<file path="config.mk">
export PLATFORM = sky130hd
export DESIGN_NAME = input_conditioner
export DESIGN_NICKNAME = d
export VERILOG_FILES = /design/src/rtl/input_conditioner.sv
export SDC_FILE = /design/constraint.sdc
export NUM_CORES = 1
export LEC_CHECK = 0
export CORE_UTILIZATION = 35
export CTS_CLUSTER_SIZE = 14
export DETAILED_ROUTE_END_ITERATION = 12
export PLACE_DENSITY = 0.49
export SLEW_MARGIN = 20
export SYNTH_ARGS = -nofsm -noshare
export SYNTH_HDL_FRONTEND = slang
export SYNTH_SLANG_ARGS = --single-unit
</file>
<file path="constraint.sdc">
create_clock -name clock -period 4.3 [get_ports clock]
set_input_delay 0.86 -clock clock [delete_from_list [all_inputs] [get_ports clock]]
set_output_delay 0.86 -clock clock [all_outputs]
set_load 0.05 [all_outputs]
</file>
<file path="src/rtl/input_conditioner.sv">
// Synchronise, debounce and edge-detect push-buttons and slide switches; collect edges in a sticky event word.
// Build option: define INPUT_COND_RELEASE_EN to generate key_release pulses and event_word[3:2].
`timescale 1ns/1ps
module input_conditioner #(
  parameter int N_KEY           = 2,
  parameter int N_SW            = 10,
  parameter int DEBOUNCE_CYCLES = 250000
) (
  input  logic              clock,
  input  logic              reset_n,
  input  logic [N_KEY-1:0]  key_raw,
  input  logic [N_SW-1:0]   sw_raw,
  output logic [N_KEY-1:0]  key_level,
  output logic [N_SW-1:0]   sw_level,
  output logic [N_KEY-1:0]  key_press,
  output logic [N_KEY-1:0]  key_release,
  output logic [N_SW-1:0]   sw_change,
  output logic [15:0]       event_word,
  output logic              event_valid,
  input  logic              event_ack
);

  localparam int NI = N_KEY + N_SW;
  localparam int CW = $clog2(DEBOUNCE_CYCLES);
  localparam logic [CW-1:0] CNT_MAX = CW'(DEBOUNCE_CYCLES - 1);

  // Keys occupy the low bits; inverting them up front makes every input active-high.
  logic [NI-1:0] raw;
  logic [NI-1:0] sync1, sync2;
  logic [NI-1:0] stable, stable_d;
  logic [CW-1:0] cnt [NI];

  assign raw = {sw_raw, ~key_raw};

  always_ff @(posedge clock or negedge reset_n) begin
    if (!reset_n) begin
      sync1    <= '0;
      sync2    <= '0;
      stable   <= '0;
      stable_d <= '0;
      // NOTE: the counters are reset too, so a partially counted debounce cannot survive reset.
      for (int i = 0; i < NI; i++) cnt[i] <= '0;
    end else begin
      sync1    <= raw;
      sync2    <= sync1;
      stable_d <= stable;
      for (int i = 0; i < NI; i++) begin
        if (sync2[i] == stable[i]) begin
          cnt[i] <= '0;
        end else if (cnt[i] == CNT_MAX) begin
          stable[i] <= sync2[i];
          cnt[i]    <= '0;
        end else begin
          cnt[i] <= cnt[i] + CW'(1);
        end
      end
    end
  end

  assign key_level = stable[N_KEY-1:0];
  assign sw_level  = stable[NI-1:N_KEY];

  logic [N_KEY-1:0] key_rise;
  logic [N_SW-1:0]  sw_diff;

  assign key_rise = stable[N_KEY-1:0] & ~stable_d[N_KEY-1:0];
  assign sw_diff  = stable[NI-1:N_KEY] ^ stable_d[NI-1:N_KEY];

  always_ff @(posedge clock or negedge reset_n) begin
    if (!reset_n) begin
      key_press <= '0;
      sw_change <= '0;
    end else begin
      key_press <= key_rise;
      sw_change <= sw_diff;
    end
  end

`ifdef INPUT_COND_RELEASE_EN
  logic [N_KEY-1:0] key_fall;

  assign key_fall = ~stable[N_KEY-1:0] & stable_d[N_KEY-1:0];

  always_ff @(posedge clock or negedge reset_n) begin
    if (!reset_n) key_release <= '0;
    else          key_release <= key_fall;
  end
`else
  assign key_release = '0;
`endif

  // Event word is fed by the registered pulses, so an ack in a pulse cycle keeps that pulse.
  logic [15:0] pulse_vec;

  always_comb begin
    pulse_vec                = '0;
    pulse_vec[0 +: N_KEY]    = key_press;
    pulse_vec[2 +: N_KEY]    = key_release;
    pulse_vec[4 +: N_SW]     = sw_change;
  end

  always_ff @(posedge clock or negedge reset_n) begin
    if (!reset_n)       event_word <= '0;
    else if (event_ack) event_word <= pulse_vec;
    else                event_word <= event_word | pulse_vec;
  end

  assign event_valid = |event_word;

endmodule

</file>
==> impl_summary.log <==
[metrics] result of the run: finished, final reports clean
[metrics] DIE AREA: 38,300 µm²
[metrics] FF/Latch Area: 7210 µm²
[metrics] Seq/Total Area, Yosys: 54.9%
[metrics] count of final hold-check violations: 0
[metrics] wirelength, routed: 25.8 mm
[metrics] fraction of layout instances using a drive strength above 1: 7.16%
[metrics] largest clock skew in the final design: 0.00973 ns
[metrics] most frequent cells in the layout: 288 x sky130_fd_sc_hd__dfrtp_1, 234 x sky130_fd_sc_hd__nor2_1, 140 x sky130_fd_sc_hd__xnor2_1, 80 x sky130_fd_sc_hd__nand3_1, 70 x sky130_fd_sc_hd__nor4_1
[metrics] first-pass GRT wire length: 45.5 mm
[metrics] total area of multi-input combinational cells: 5640 µm²
[metrics] required time of the critical path: 3.44 ns
[metrics] number of instances in the synthesized netlist: 1,250
[metrics] DPL Wire Length: 17.1 mm
[metrics] Antenna Violating Nets Remaining: 0
[metrics] Placement Setup Slack: 1.94 ns
[metrics] clock period minus final worst setup slack: 2.89 ns
[metrics] Worst slew margin: 31.7%
[metrics] period utilisation layout: 67.1%
[metrics] CTS tree: yes
[metrics] Skew-Pair Late Insertion Delay: 0.51 ns
[metrics] synthesized area divided by synthesized cell count: 10.5 µm²
[metrics] pin count of the biggest net entering global routing: 91
[metrics] Synth Register Bits: 288
[metrics] height of the die: 196 µm
[metrics] Worst R2R Path Depth: 4
[metrics] clock share of power: 50.8%
[metrics] gp weighted congestion: 0.762
[metrics] type of the tightest min-delay check: flop to flop
[metrics] leakage power of the design: 6.30 nW
[metrics] destination of the worst register-to-register timing path: cnt[76]
[metrics] Bufs on Longest Clock Path: 3
[metrics] Resized cells post-CTS: 0
[metrics] count of max-cap constraint violations: 0
[metrics] clk sinks: 288
[metrics] maximum ir drop on the vdd rail: 0.000399 V
[metrics] total core area: 36,800 µm²
[metrics] Final Instance Area: 15,400 µm²
[metrics] PnR worst setup slack: 1.41 ns
[metrics] I/O pin count: 58
[metrics] I/O Buffers: 51
[metrics] buffer type at the clock tree root: sky130_fd_sc_hd__clkbuf_16
[metrics] Switching Fraction: 21.4%
[metrics] switching power of the nets: 1.29 mW
[metrics] worst hold margin: 0.336 ns
[metrics] Hold Crit Depth: 0
[metrics] arrival time worst endpoint: 2.03 ns
[metrics] layout overhead on the synthesized area: 17.4%
[metrics] worst-path fanout max: 3
[metrics] Pwr Density: 391 nW/µm²
[metrics] drt drc: 0
[metrics] Worst setup SP type: flop
[metrics] total power consumption of the routed design: 6.03 mW
[metrics] Max Freq: 0.346 GHz
[metrics] max-slew violations: 0
[metrics] Pint: 4.74 mW
[metrics] number of iterations in the first detailed-routing pass: 5
[metrics] Hold Startpoint: sync1[1]
[metrics] clock edge transition at the registers on the reported setup and hold paths: 0.06 ns
[metrics] floorplan die width: 196 µm
[metrics] H-Tree Level Count: 2
[metrics] number of clock buffers inserted by TritonCTS: 36
[metrics] number of vias per cell after detailed routing: 4.99
[metrics] via count of the routed design: 9,087
[metrics] setup repair after global routing missed its margin: no
[metrics] number of synthesis warnings: 0
[metrics] antenna violations before repair: 2
[metrics] Total Nets Final: 1,357
[metrics] fill cell count: 3,583
[metrics] wire length per cell: 14.2 µm
[metrics] combinational power share: 3.1%
[metrics] count of different cell masters after synthesis: 40
[metrics] cell area after synthesis: 13,100 µm²
[metrics] kind of end point of the critical path: output pin
[metrics] placed standard-cell area: 14,200 µm²
[metrics] remaining global-route overflow: 0
[metrics] count of inserted antenna diode cells: 0
[metrics] Slew @ Worst Pin: 1.02 ns
[metrics] sequential fraction of design power: 46.1%
[metrics] most common cell after layout, fill and taps aside: sky130_fd_sc_hd__dfrtp_1
[metrics] buffer count from post-CTS setup fixing: 0
[metrics] via count of the first global-routing pass: 9,219
[metrics] setup violation total in the final timing report: 0
[metrics] endpoint of the worst hold-timing path: sync2[1]
[metrics] Setup TNS Final: 0 ns
[metrics] worst reg2reg startpoint: cnt[81]
[metrics] overall fraction of global-route tracks in use: 14.2%
[metrics] CTS hold repair buffers: 0
[metrics] first-iteration detailed-routing DRC count: 534
[metrics] Crit Path Category: flop to output pin
[metrics] site row count: 70
[metrics] register-to-register setup slack: 2.02 ns
[metrics] Initial Utilization: 35.7%
power groups by stage:
stage	Clock (mW)	Combinational (mW)	Sequential [mW]
2_1_floorplan	0	0.104	2.83
3_3_place_gp	0	0.194	2.83
3_5_place_dp	0	0.194	2.83
4_1_cts	3.18	0.195	2.78
5_1_grt	3.28	0.219	2.79
6_report	3.06	0.186	2.78
critical path, cell delays in order (launching register included):
cell and delay [ns]:
sky130_fd_sc_hd__dfrtp_1 0.39, sky130_fd_sc_hd__nor4_1 0.32, sky130_fd_sc_hd__nand3_1 0.11, sky130_fd_sc_hd__clkdlybuf4s50_1 0.71
through the flow:
| stage | utilization, % | instances |
|---|---|---|
| floorplan | - | 1255 |
| global placement | 38.6 | 1760 |
| detailed placement | 38.6 | 1760 |
| CTS | 41.9 | 1822 |
| global route | 41.9 | 1822 |
| finish | 41.9 | 1822 |
cell usage after synthesis (all sizes together):
master   instances  share of area [%]
dfrtp          288                 55
nor2           234                6.7
xnor2          140                9.3
nand3           80                3.0
nor4            70                3.3
nand4           60                2.9
nand2           59                1.7
xor2            49                3.3
inv             46                1.3
nor3            32                1.2
a21oi           24               0.91
or4             23                1.4
buf             17               0.88
o31ai           16               0.91
a21o            13               0.74
ha              12                1.1
mux2            12                1.0
or3             12               0.57
o41ai           11                1.8
o21ai            9               0.51
or4b             8               0.61
nor4b            7               0.47
and4             5               0.33
clkbuf           5               0.14
or2              5               0.24
nor2b            4               0.19
nand2b           2              0.095
and2             1              0.048
and3             1              0.048
conb             1              0.029
mux2i            1              0.076
nand3b           1              0.057
nand4b           1              0.067
nand4bb          1              0.086
flip-flops by register name (all words and copies together) (netlist names):
| name | flops |
|---|---|
| sync2 | 12 |
| stable | 12 |
| event_word | 12 |
| sync1 | 12 |
| stable_d | 12 |
| key_press | 2 |
| sw_change | 10 |
| cnt | 216 |
cells by family after synthesis:
logic type | synth area share [%]
AOI/OAI and AO/OA | 4.91
xor gates and xnor gates | 12.6
adders and majority gates | 1.14
buffers and inverters | 2.33
DFF | 54.9
muxes | 1.10
other | 0.0285
and+or+nand+nor | 23.0
worst max path at each step:
stage                   from  slack (ns)           to
2_1_floorplan  event_word[9]        2.13  event_valid
3_3_place_gp   event_word[9]        1.89  event_valid
3_5_place_dp   event_word[5]        1.94  event_valid
4_1_cts        event_word[5]        1.38  event_valid
5_1_grt        event_word[5]        1.26  event_valid
6_report       event_word[5]        1.41  event_valid
per-layer routing:
metal  global-route usage (%)  part of all wire [%]  routed length [µm]
met1                     19.8                    50               13000
met2                     22.4                    45               11500
met3                     2.66                   3.4                 872
met4                     4.11                   1.7                 448
met5                        0                 0.066                  17
final cells by class:
type,count,area share [%]
clock buffers,46,6.48
clock inverters,16,1.36
inverters,46,1.12
multi-input cells,899,36.6
flip-flops and latches,288,46.7
well taps,468,3.80
repair buffers,59,3.90
Note: power is estimated with default switching activity, not from simulation.
==> RTL change (config.mk and constraints unchanged) <==
Add an input register stage for `key_raw` and `sw_raw`; this delays them by one clock. The other inputs are not delayed to match.
--- a/src/rtl/input_conditioner.sv
+++ b/src/rtl/input_conditioner.sv
@@ -24,13 +24,21 @@
   localparam int CW = $clog2(DEBOUNCE_CYCLES);
   localparam logic [CW-1:0] CNT_MAX = CW'(DEBOUNCE_CYCLES - 1);
 
+  logic [N_KEY-1:0] key_raw_q;
+  logic [N_SW-1:0] sw_raw_q;
+
+  always_ff @(posedge clock) begin
+    key_raw_q <= key_raw;
+    sw_raw_q  <= sw_raw;
+  end
+
   // Keys occupy the low bits; inverting them up front makes every input active-high.
   logic [NI-1:0] raw;
   logic [NI-1:0] sync1, sync2;
   logic [NI-1:0] stable, stable_d;
   logic [CW-1:0] cnt [NI];
 
-  assign raw = {sw_raw, ~key_raw};
+  assign raw = {sw_raw_q, ~key_raw_q};
 
   always_ff @(posedge clock or negedge reset_n) begin
     if (!reset_n) begin
Function: no difference found for any inputs over 10 cycles, from zero or initial values and one cycle with reset_n low; that may be too few to reach the edited logic, so the function may still have changed.
==> RTL change against the unedited design <==
Sequential share of layout area is 0.73 points higher; power increased by 0.60%; worst setup slack got worse by 0.0053 ns; design area grew 1.8%; critical path depth is the same; sequential cell count is 12 higher; clock power down 3%; wire length is 0.79% higher; area after synthesis is 2.1% higher; critical path type unchanged; critical endpoint unchanged.
==> RTL change: results (changes against the unedited design) <==
run_status:
  outcome: "finished clean"  # unchanged
timing:
  holdWs_ns: 0.324  # was 0.336 ns
  skew_ns: 0.0100  # was 0.00973 ns
  fin_crit_ns: 2.89  # about the same
  slew_headroom_pct: 31.5  # was 31.7%
placement:
  dp_cells: 1806  # was 1,760
  postPlaceCellArea_mm2: 0.0145  # was 0.0142 mm²
  preCtsSetupSlack_ns: 1.91  # was 1.94 ns
  gp_congestion: 0.770  # was 0.762
  hpwlAfterDp_mm: 17.2  # was 17.1 mm
routing:
  wl_mm: 26.0  # was 25.8 mm
  via_count: 9090  # was 9,087
  wl_per_cell_um: 13.9  # was 14.2 µm
  initialDrtViolationCount: 484  # was 534
  drt-pass1-iter-count: 4  # was 5
power:
  power_leakage_uw: 0.00654  # was 0.00630 µW
  ir_drop_uv: 263  # was 399 µV
  p_int_uw: 4750  # was 4740 µW
  p_sw_uw: 1320  # was 1290 µW
yosys:
  yosysSeqAreaShare_pct: 55.5  # was 54.9%
  synth.distinct_cells: 45  # was 40
  synthMuxAreaShare_pct: 1.01  # was 1.10%
  synth_fa_ha_area_share_pct: 1.12  # was 1.14%
  synth_commonest_cells: "dfrtp_1, nor2_1, xnor2_1"  # unchanged
  synth_area_leaders: "dfrtp_1, xnor2_1, nor2_1"  # unchanged
  synthArstFlopShare_pct: 96.0  # was 100%
  synth-compound-area-share_pct: 6.54  # was 4.91%
  syn_inst: 1257  # was 1,250
  synth_xor_area_share_pct: 11.2  # was 12.6%
global_routing:
  grt_pass1_wl_mm: 44.9  # was 45.5 mm
  antenna_found_initial: 0  # was 2
  grt_max_degree: 98  # was 91
  grtUsageTotal_pct: 13.9  # was 14.2%
  grt_pass1_vias: 8959  # was 9,219
finish:
  n_antenna_cell: 0  # unchanged
  final_nets: 1360  # was 1,357
  drive_gt1_share_pct: 7.65  # was 7.16%
  n_fill_cell: 3741  # was 3,583
clock_tree:
  cts_resized: 0  # unchanged
  htree_levels: 2  # unchanged
  cts_buffers: 36  # unchanged
worst_hold_path:
  min_from: "sw_raw_q[7]"  # was sync1[1]
  hold_end: "sync1[9]"  # was sync2[1]
worst_setup_path:
  worst_r2r_endpoint: "cnt[79]"  # was cnt[76]
  r2r_start: "cnt[78]"  # was cnt[81]
  arrival_ns: 2.03  # about the same
-- RTL change: cell count changes after synthesis, moves of 11 or more --
| cell | change |
|---|---|
| a21oi_1 | +18 |
| dfxtp_1 | +12 |
| nor2_1 | -20 |
| nor4_1 | -25 |
| xnor2_1 | -28 |
| xor2_1 | +11 |
-- RTL change: area by class of cell --
class	instances	area [µm²]	area share (%)
clock buffer	56	1070	6.80
sequential	300	7450	47.5
timing repair buffer	58	593	3.78
clock inverter	8	96.3	0.614
inverter	45	169	1.08
multi-input combinational	892	5670	36.2
tap	511	639	4.08
-- RTL change: routing by layer --
layer | GRT usage (%) | wire (µm) | vias to the layer above
met5 | 0 | 0 | -
li1 | - | - | 4577
met1 | 20.3 | 13300 | 4375
met3 | 2.78 | 1170 | 35
met2 | 20.8 | 11100 | 103
met4 | 4.11 | 478 | 0
-- RTL change: kinds of logic after synthesis --
family	count (synthesis)
simple gates	582
buf+inv	70
compound gates	108
mux	12
other cells	1
xor+xnor	172
flops	300
fa+ha+maj	12
